<file path="src/rtl/bus_pkg.sv">
`default_nettype none
// +----------------------------------------------------------------------+
// | bus_pkg : shared state encoding and constants for the bus scheduler  |
// | Revision: 1.0                                                        |
// +----------------------------------------------------------------------+
package bus_pkg;

    typedef enum logic [1:0] {
        IDLE     = 2'd0,
        SEND     = 2'd1,
        WAIT_ACK = 2'd2
    } state_e;

    localparam int   c_DEF_DW    = 16;
    localparam logic c_DATE_IDLE = 1'b1;

endpackage
`default_nettype wire

</file>
<file path="src/rtl/rr_arbiter.sv">
`default_nettype none
// +----------------------------------------------------------------------+
// | rr_arbiter : combinational round-robin pick, search from ptr+1       |
// | Revision: 1.0                                                        |
// +----------------------------------------------------------------------+
module rr_arbiter
    import bus_pkg::*;
#(
    parameter int NREQ = 4,
    parameter int IW   = (NREQ > 1) ? $clog2(NREQ) : 1
) (
    input  logic [NREQ-1:0] req_i,
    input  logic [IW-1:0]   ptr_i,
    output logic [NREQ-1:0] win_o,
    output logic [IW-1:0]   win_idx_o,
    output logic            any_o
);

    logic [IW-1:0] w_idx;

    always_comb begin
        win_o     = '0;
        win_idx_o = '0;
        any_o     = 1'b0;
        w_idx     = '0;
        for (int off = 1; off <= NREQ; off++) begin
            w_idx = IW'((int'(ptr_i) + off) % NREQ);
            if (!any_o && req_i[w_idx]) begin
                any_o        = 1'b1;
                win_o[w_idx] = 1'b1;
                win_idx_o    = w_idx;
            end
        end
    end

endmodule
`default_nettype wire

</file>
<file path="src/rtl/bus_sched.sv">
`default_nettype none
// +----------------------------------------------------------------------+
// | bus_sched : round-robin scheduler serialising requester words onto   |
// |             the bus master's date/frame line, with ack timeout       |
// | Revision: 1.0                                                        |
// +----------------------------------------------------------------------+
module bus_sched
    import bus_pkg::*;
#(
    parameter int NREQ    = 4,
    parameter int DW      = c_DEF_DW,
    parameter int TIMEOUT = 255
) (
    input  logic               sclk,
    input  logic               rst,
    input  logic [NREQ-1:0]    req,
    input  logic [NREQ*DW-1:0] wdata,
    input  logic               ack,
    output logic [NREQ-1:0]    gnt,
    output logic [NREQ-1:0]    done,
    output logic               err,
    output logic               date,
    output logic               frame
);

    localparam int IW = (NREQ > 1) ? $clog2(NREQ) : 1;
    localparam int BW = $clog2(DW);
    localparam int CW = 16;
    localparam logic [IW-1:0] c_PTR_RST  = IW'(NREQ - 1);
    localparam logic [BW-1:0] c_BIT_LAST = BW'(DW - 1);
    localparam logic [CW-1:0] c_TO_LAST  = CW'(TIMEOUT - 1);

    state_e            state_q,  state_d;
    logic [NREQ-1:0]   gnt_q,    gnt_d;
    logic [NREQ-1:0]   done_q,   done_d;
    logic              err_q,    err_d;
    logic              date_q,   date_d;
    logic              frame_q,  frame_d;
    logic [DW-1:0]     shift_q,  shift_d;
    logic [IW-1:0]     ptr_q,    ptr_d;
    logic [BW-1:0]     bitcnt_q, bitcnt_d;
    logic [CW-1:0]     tocnt_q,  tocnt_d;

    logic [NREQ-1:0]   w_win;
    logic [IW-1:0]     w_win_idx;
    logic              w_any;
    logic [DW-1:0]     w_word;

    rr_arbiter #(
        .NREQ (NREQ),
        .IW   (IW)
    ) u_arb (
        .req_i     (req),
        .ptr_i     (ptr_q),
        .win_o     (w_win),
        .win_idx_o (w_win_idx),
        .any_o     (w_any)
    );

    assign w_word = wdata[int'(w_win_idx) * DW +: DW];

    always_ff @(posedge sclk or negedge rst) begin
        if (!rst) begin
            state_q  <= IDLE;
            gnt_q    <= '0;
            done_q   <= '0;
            err_q    <= 1'b0;
            date_q   <= c_DATE_IDLE;
            frame_q  <= 1'b0;
            shift_q  <= '0;
            ptr_q    <= c_PTR_RST;
            bitcnt_q <= '0;
            tocnt_q  <= '0;
        end else begin
            state_q  <= state_d;
            gnt_q    <= gnt_d;
            done_q   <= done_d;
            err_q    <= err_d;
            date_q   <= date_d;
            frame_q  <= frame_d;
            shift_q  <= shift_d;
            ptr_q    <= ptr_d;
            bitcnt_q <= bitcnt_d;
            tocnt_q  <= tocnt_d;
        end
    end

    always_comb begin
        state_d  = state_q;
        gnt_d    = gnt_q;
        done_d   = '0;
        err_d    = 1'b0;
        date_d   = date_q;
        frame_d  = frame_q;
        shift_d  = shift_q;
        ptr_d    = ptr_q;
        bitcnt_d = bitcnt_q;
        tocnt_d  = tocnt_q;
        case (state_q)
            IDLE: begin
                if (w_any) begin
                    state_d  = SEND;
                    gnt_d    = w_win;
                    shift_d  = w_word;
                    date_d   = w_word[DW-1];
                    frame_d  = 1'b1;
                    ptr_d    = w_win_idx;
                    bitcnt_d = c_BIT_LAST;
                end
            end
            SEND: begin
                // date_q already carries the current MSB; present the next one
                if (bitcnt_q == '0) begin
                    state_d = WAIT_ACK;
                    frame_d = 1'b0;
                    date_d  = c_DATE_IDLE;
                    tocnt_d = '0;
                end else begin
                    shift_d  = shift_q << 1;
                    date_d   = shift_q[DW-2];
                    bitcnt_d = bitcnt_q - 1'b1;
                end
            end
            WAIT_ACK: begin
                if (ack) begin
                    state_d = IDLE;
                    done_d  = gnt_q;
                    gnt_d   = '0;
                end else if (tocnt_q == c_TO_LAST) begin
                    state_d = IDLE;
                    err_d   = 1'b1;
                    gnt_d   = '0;
                end else begin
                    tocnt_d = tocnt_q + 1'b1;
                end
            end
            default: begin
                state_d = IDLE;
                gnt_d   = '0;
                frame_d = 1'b0;
                date_d  = c_DATE_IDLE;
            end
        endcase
    end

    assign gnt   = gnt_q;
    assign done  = done_q;
    assign err   = err_q;
    assign date  = date_q;
    assign frame = frame_q;

endmodule
`default_nettype wire

</file>
<file path="config.mk">
export PLATFORM = sky130hd
export DESIGN_NAME = bus_sched
export DESIGN_NICKNAME = d
export VERILOG_FILES = /design/src/rtl/bus_pkg.sv /design/src/rtl/rr_arbiter.sv /design/src/rtl/bus_sched.sv
export SDC_FILE = /design/constraint.sdc
export NUM_CORES = 1
export LEC_CHECK = 0
export ABC_AREA = 1
export CAP_MARGIN = 20
export CELL_PAD_IN_SITES_DETAIL_PLACEMENT = 0
export CELL_PAD_IN_SITES_GLOBAL_PLACEMENT = 1
export CORE_ASPECT_RATIO = 0.6
export CORE_MARGIN = 4
export CORE_UTILIZATION = 39
export CTS_CLUSTER_SIZE = 24
export DETAILED_ROUTE_END_ITERATION = 12
export HOLD_SLACK_MARGIN = 0.08
export PLACE_DENSITY_LB_ADDON = 0.08
export SYNTH_ARGS = -nofsm -noshare
export SYNTH_HDL_FRONTEND = slang
export SYNTH_SLANG_ARGS = --single-unit
</file>
<file path="constraint.sdc">
create_clock -name sclk -period 5.56 [get_ports sclk]
set_clock_uncertainty 0.1 [all_clocks]
set_input_delay 0.556 -clock sclk [delete_from_list [all_inputs] [get_ports sclk]]
set_output_delay 0.556 -clock sclk [all_outputs]
set_load 0.01 [all_outputs]
</file>
**Word-level counts from Yosys, hierarchy flattened**

Index checks and enable logic that the tools add are counted.

- Register bits: 50
- Latch bits: 0
- Memory bits (writable): 0
- ROM bits: 0
- Input bits: 71
- Output and inout port bits: 11
- Logic and storage cells: 118
- Memories: 0

- $add $sub $neg: 6
- Multipliers: 0
- Div/mod/pow operators: 0
- Magnitude comparators: 8
- Equality and inequality tests: 9
- Shift-type cells: 1
- Muxes and demuxes: 58
- Bitwise gates (word level): 5
- Reductions and logical operators: 21

Operators by type and width:

| kind | count |
|---|---|
| $shiftx A64 B7 Y16 | 1 |
| $mux W16 | 3 |
| $mux W4 | 11 |
| $pmux W16 S2 | 1 |
| $mux W15 | 2 |
| $pmux W15 S2 | 1 |
| $mux W1 | 19 |
| $add A16 B1 Y16 const B | 1 |
| $eq A16 B8 Y1 const B | 1 |
| $mux W2 | 8 |
| $lt A2 B3 Y1 const B | 4 |
| $or A4 B4 Y4 | 3 |
| $pmux W4 S3 | 1 |
| $reduce_and A3 Y1 | 4 |
| $bmux W1 S2 | 4 |
| $demux W1 S2 | 4 |
| $ge A2 B1 Y1 const B | 4 |
| $ne A2 B2 Y1 const B | 4 |
| $pmux W4 S2 | 1 |
| $logic_and A1 B1 Y1 | 7 |
| $pmux W1 S3 | 2 |
| $pmux W2 S3 | 1 |
| $add A2 B1 Y2 const B | 2 |
| $add A2 B2 Y2 const B | 2 |
| 12 further kinds | 17 |

**Longest topological paths before layout**

- Depth in word-level cells: 16
- Depth in mapped cells: 17

**By module**

Synthesis repeated with hierarchy kept, for this count alone.

- Cells, all modules: 509
- Area total of the unflattened synthesis: 3480.8 sq um

By module, submodules not included:

| module | instances | cells each | area an instance (sq um) | sequential area each (sq um) |
|---|---|---|---|---|
| bus_sched | 1 | 435 | 3022.9 | 1255.0 |
| rr_arbiter | 1 | 74 | 457.9 | 0.0 |

**Worst setup path before layout**

OpenSTA, ideal clock, no wires.

- Path kind: register to register
- Start: register ptr_q[0]
- End: register shift_q[5]
- Library setup time: 0.117 ns
- Arrival: 2.198 ns
- Data required time: 5.343 ns
- Setup slack: 3.145 ns
- Stages on the path, launching flop included: 15
- Buffers on the path: 2
- Cells stage by stage: dfstp_2 buf_6 inv_4 ha_1 inv_1 nand3_1 nand2_1 inv_1 nand2_1 nand3_2 a21oi_4 buf_6 nand3_1 nand3_1 nand2_1

- Cells in the longest elaborated chain, start to end: 16
- Elaborated cells on any way between the ends: 31
- Classes of those cells: add/sub (4); eq/ne (1); shift (1); mux (18); reduce/logical (7)

RTL lines:

| element | RTL line | RTL |
|---|---|---|
| start: declaration | bus_sched.sv:40 | `logic [IW-1:0] ptr_q, ptr_d;` |
| start signal: assignment | bus_sched.sv:71 | `ptr_q <= c_PTR_RST;` |
| start signal: assignment | bus_sched.sv:82 | `ptr_q <= ptr_d;` |
| $add A2 B1 Y2 | rr_arbiter.sv:27 | `w_idx = IW'((int'(ptr_i) + off) % NREQ);` |
| $bmux W1 S2 | rr_arbiter.sv:28 | `if (!any_o && req_i[w_idx]) begin` |
| $mux W1 (not written as such) | rr_arbiter.sv:28 |  |
| $mux W1 | rr_arbiter.sv:28 |  |
| $logic_not A1 Y1 | rr_arbiter.sv:28 |  |
| $logic_and A1 B1 Y1 | rr_arbiter.sv:28 |  |
| $mux W1 | rr_arbiter.sv:28 |  |
| $logic_not A1 Y1 | rr_arbiter.sv:28 |  |
| $logic_and A1 B1 Y1 | rr_arbiter.sv:28 |  |
| $mux W1 | rr_arbiter.sv:28 |  |
| $logic_not A1 Y1 | rr_arbiter.sv:28 |  |
| $logic_and A1 B1 Y1 | rr_arbiter.sv:28 |  |
| $mux W2 | rr_arbiter.sv:28 |  |
| $shiftx A64 B7 Y16 | bus_sched.sv:60 | `assign w_word = wdata[int'(w_win_idx) * DW +: DW];` |
| $mux W15 | bus_sched.sv:101 | `if (w_any) begin` |
| $pmux W15 S2 | bus_sched.sv:99 | `case (state_q)` |
| end signal: assignment | bus_sched.sv:81 | `shift_q <= shift_d;` |
| end: declaration | bus_sched.sv:39 | `logic [DW-1:0] shift_q, shift_d;` |

Parallel ways exist; a longest one is shown, timed or not. The select of a mux whose other input is x is not followed.
A chain may end at the register's enable or synchronous reset.

**Final worst setup path**

- Start: register ptr_q[0]
- End: register shift_q[12]

Same word-level chain as after synthesis.

==> impl_metrics.py <==
metrics = {
    "synthesis": {
        "syn-cell-area_mm2": 0.00347,
        "yosysUniqueCellTypes": 34,
        "synth_top_area_share_pct": 33.9,
        "synth-warning-count": 0,
        "yosys.area_share.adder_pct": 3.97,
        "synth_compound_gate_area_share_pct": 11.1,
        "synthSimpleGateAreaFrac_pct": 36.3,
        "largest_family_of_logic_cells_by_synthesized_area": "simple AND/OR/NAND/NOR gates",
        "ys_seq_elements": 50,
        "syn_area_per_cell_um2": 7.35,
        "synth_xor_area_share_pct": 2.52,
        "seq_area_frac_synth_pct": 36.2,
        "synth.net_count": 554,
        "post-synth-top-area-cell": "sky130_fd_sc_hd__dfrtp_1",
        "synth_cells": 472,
        "post_synth_mux_area_share_pct": 0,
        "ys_top_cells_by_area": "sky130_fd_sc_hd__dfrtp_1, sky130_fd_sc_hd__nand2_1, sky130_fd_sc_hd__nand3_1",
    },
    "clock_tree": {
        "post_cts_buffers": 0,
        "cts.clk_slew.worst_paths_ps": 70,
        "clk_root_buffer_cell": "sky130_fd_sc_hd__clkbuf_16",
        "cts_inserted_buffers": 5,
        "cts_tree": "built",
        "number_of_instances_resized_during_post_cts_repair": 0,
        "cts-htree-levels": 2,
        "clk_sink_count": 50,
        "clk_latency_ps": 300,
        "cts.hold.buffers_added": 0,
        "clock_path_buffers": 2,
    },
    "timing": {
        "final.min_clock_period_ps": 3180,
        "timing.final.crit_share_pct": 57.1,
        "rsz0062_at_grt": "no",
        "slew_headroom_pct": 50.4,
        "final_count_of_pins_violating_max_slew": 0,
        "hold_violations": 0,
        "timing_worst_slew_pin_value_ps": 742,
        "setup-violations-final": 0,
        "max_freq_mhz": 315,
        "hold_slack_ps": 256,
        "setup_tns_ps": 0,
    },
    "critical_path": {
        "crit_slowest_cell": "sky130_fd_sc_hd__dfstp_2",
        "worst-path-buf-inv": 3,
        "cp-end-kind": "flip-flop",
        "chain_of_cells_forming_the_critical_path": "inv_4 > ha_1 > inv_1 > nand3_1 > nand2_1 > nand4_2 > nand2_1 > nand2_2 > nand2_4 > inv_2 > nand2_1 > nand3_1 > nand3_1 > nand2_1",
        "path_delay_family": "simple AND/OR/NAND/NOR gates",
        "crit_fanout": 34,
        "critical-path-top-cell-by-count": "sky130_fd_sc_hd__nand2_1",
        "peak_per_stage_delay_on_the_critical_path_ps": 710,
        "required_arrival_time_at_the_worst_endpoint_ps": 5640,
        "criticalPathCategory": "flip-flop to flip-flop",
        "setup.worst_path.start_class": "flip-flop",
        "timing.critical_path.arrival_ps": 3260,
    },
    "die": {
        "start_util_pct": 40.4,
        "num_io_pins": 82,
        "floorplan.die.height_um": 81.1,
        "design.die.area_mm2": 0.0105,
        "fp.dieW_um": 130,
        "fp-row-count": 26,
        "core_area_mm2": 0.00859,
    },
    "placement": {
        "hpwlAfterDp_um": 7370,
        "post-place-cells": 649,
        "numPortBuffers": 81,
        "place.gp.congestion": 0.886,
    },
    "power": {
        "p_int_mw": 1.35,
        "power.leakage_nw": 2.08,
        "swShare_pct": 51.1,
        "clock_power_share_pct": 14.7,
        "powerDensity_mw_per_mm2": 615,
        "combPwrFrac_pct": 64.3,
        "seq_power_share_pct": 21.0,
        "power.net_switching_mw": 1.41,
        "max-vdd-ir-drop_mv": 0.360,
    },
    "detailed_routing": {
        "avgViaCountPerCell": 5.09,
        "dr.first_iter.drc_count": 322,
        "drcViolationCount": 0,
        "routed_wl_um": 9640,
        "routed_wire_length_per_instance_um": 14.7,
        "via_count": 3345,
        "drtAntennaViolNets": 0,
        "drt_pass1_iterations": 5,
    },
    "final_layout": {
        "post_layout_nonfiller_instances": 657,
        "seqCellArea_mm2": 0.00125,
        "multi_input_comb_area_mm2": 0.00187,
        "fillerInstances": 853,
        "synthToLayoutAreaGrowth_pct": 29.4,
        "numnets_final": 626,
        "post_route_cells_drive_above_1_share_pct": 7.71,
        "number_of_diodes": 0,
    },
    "outcome": {
        "run_status": "finished clean",
    },
    "grt": {
        "groute.usage.overall_pct": 19.2,
        "first_global_vias": 3193,
        "globalRouteOverflowTotal": 0,
        "global_route_wire_length_before_repair_um": 16000,
        "antenna_violations_before_repair": 0,
        "grt_max_degree": 51,
    },
    "worst_hold_path": {
        "min-delay-path-class": "input pin to async pin",
    },
    "job": {
        "cap_viol_max_count": 0,
    },
}
-- final cells by class --
cell class | instances | share of cell area, %
repair buffers | 82 | 18.1
clock inverters | 2 | 1.34
multi-input cells | 350 | 41.7
flip-flops and latches | 50 | 27.9
clock buffers | 6 | 3.09
well taps | 112 | 3.12
inverters | 55 | 4.71
-- cell families (layout without fill, tap and decap cells) --
kind of cell               count (synthesis)  count (layout)
AOI/OAI and AO/OA                         56              56
xor gates and xnor gates                  10              10
adders and majority gates                 11              11
buffers and inverters                     72             145
DFF                                       50              50
and+or+nand+nor                          273             273
-- worst paths after layout --
check                      startpoint     endpoint  slack (ps)  depth (start not counted)
max                          ptr_q[0]  shift_q[12]        2380                         14
min                               rst      done[3]         260                          2
max reg2reg                  ptr_q[0]  shift_q[12]        2380                         14
min reg2reg                      date         date         390                          2
max in group asynchronous         rst   shift_q[0]        4660                          2
min in group sclk                date         date         390                          2
-- state kept, by name, indices dropped and copies added (netlist names) --
register  count
frame         1
ptr_q         2
date          1
done          4
gnt           4
bitcnt_q      4
shift_q      15
err           1
tocnt_q      16
state_q       2
-- through the flow --
step | utilization (%) | worst slack [ps] | instance area, µm² | power [mW]
6_report | 52.3 | 2380 | 4490 | 2.76
3_3_place_gp | 50.0 | 2390 | 4290 | 2.35
3_5_place_dp | 50.0 | 2380 | 4290 | 2.38
2_1_floorplan | - | 3140 | 3470 | 2.09
5_1_grt | 52.3 | 2030 | 4490 | 3.07
4_1_cts | 52.3 | 2360 | 4490 | 2.80
-- worst register-to-register path, delay by kind of cell, from the launching register on --
family / cells / cell delay [ps]
adders and majority gates: 1 / 390
buffers and inverters: 3 / 550
and+or+nand+nor: 10 / 1320
DFF: 1 / 710
-- placed cells by master, fill, tap and decap left out, types with 2 or more instances in the layout --
cell	Yosys	layout
sky130_fd_sc_hd__dfrtp_1	47	47
sky130_fd_sc_hd__nand3_1	66	66
sky130_fd_sc_hd__a21oi_1	10	10
sky130_fd_sc_hd__bufinv_16	0	2
sky130_fd_sc_hd__nor4_1	3	3
sky130_fd_sc_hd__ha_1	11	11
sky130_fd_sc_hd__xnor2_1	3	3
sky130_fd_sc_hd__o21ai_0	14	14
sky130_fd_sc_hd__inv_1	49	49
sky130_fd_sc_hd__clkdlybuf4s50_1	0	80
sky130_fd_sc_hd__xor2_1	7	7
sky130_fd_sc_hd__nor3_1	5	5
sky130_fd_sc_hd__nand2_1	147	147
sky130_fd_sc_hd__o22ai_1	5	5
sky130_fd_sc_hd__nand2_2	11	11
sky130_fd_sc_hd__clkbuf_16	0	5
sky130_fd_sc_hd__nand3_2	4	4
sky130_fd_sc_hd__nand4_1	8	8
sky130_fd_sc_hd__nor2_1	22	22
sky130_fd_sc_hd__a22o_1	13	13
sky130_fd_sc_hd__nand2_4	3	3
sky130_fd_sc_hd__dfstp_2	3	3
sky130_fd_sc_hd__inv_2	4	4
sky130_fd_sc_hd__inv_4	2	2
sky130_fd_sc_hd__nor2_8	2	2
sky130_fd_sc_hd__o31ai_1	9	9
-- power by group through the flow --
stage          Combinational [mW]  Clock, mW  Sequential [mW]
4_1_cts                      1.80      0.416            0.579
3_5_place_dp                 1.79          0            0.584
5_1_grt                      2.04      0.428            0.594
2_1_floorplan                1.54          0            0.556
3_3_place_gp                 1.77          0            0.580
6_report                     1.78      0.407            0.579
-- routing by layer --
| layer | share of wire (%) | wire length (µm) | GRT usage (%) | vias to the layer above |
|---|---|---|---|---|
| met5 | 0 | 0 | 0 | - |
| met4 | 0.46 | 44 | 3.32 | 0 |
| met3 | 5.7 | 553 | 4.14 | 5 |
| met2 | 42 | 4090 | 28.7 | 98 |
| met1 | 51 | 4950 | 28.9 | 1554 |
| li1 | - | - | - | 1688 |
-- synth_stat cells --
cell type,count
sky130_fd_sc_hd__nand2_1,147
sky130_fd_sc_hd__nand3_1,66
sky130_fd_sc_hd__inv_1,49
sky130_fd_sc_hd__dfrtp_1,47
sky130_fd_sc_hd__nor2_1,22
sky130_fd_sc_hd__o21ai_0,14
sky130_fd_sc_hd__a22o_1,13
sky130_fd_sc_hd__ha_1,11
sky130_fd_sc_hd__nand2_2,11
sky130_fd_sc_hd__a21oi_1,10
sky130_fd_sc_hd__o31ai_1,9
sky130_fd_sc_hd__nand4_1,8
sky130_fd_sc_hd__xor2_1,7
sky130_fd_sc_hd__buf_6,6
sky130_fd_sc_hd__buf_4,5
sky130_fd_sc_hd__nor3_1,5
sky130_fd_sc_hd__o22ai_1,5
sky130_fd_sc_hd__buf_2,4
sky130_fd_sc_hd__inv_2,4
sky130_fd_sc_hd__nand3_2,4
sky130_fd_sc_hd__dfstp_2,3
sky130_fd_sc_hd__nand2_4,3
sky130_fd_sc_hd__nor4_1,3
sky130_fd_sc_hd__xnor2_1,3
sky130_fd_sc_hd__clkbuf_1,2
sky130_fd_sc_hd__inv_4,2
sky130_fd_sc_hd__nor2_8,2
sky130_fd_sc_hd__a21oi_4,1
sky130_fd_sc_hd__a22oi_1,1
sky130_fd_sc_hd__nand4_2,1
sky130_fd_sc_hd__nor3b_1,1
sky130_fd_sc_hd__o211ai_1,1
sky130_fd_sc_hd__o21ai_1,1
sky130_fd_sc_hd__o21ai_4,1
(Power assumes the default switching activity.)
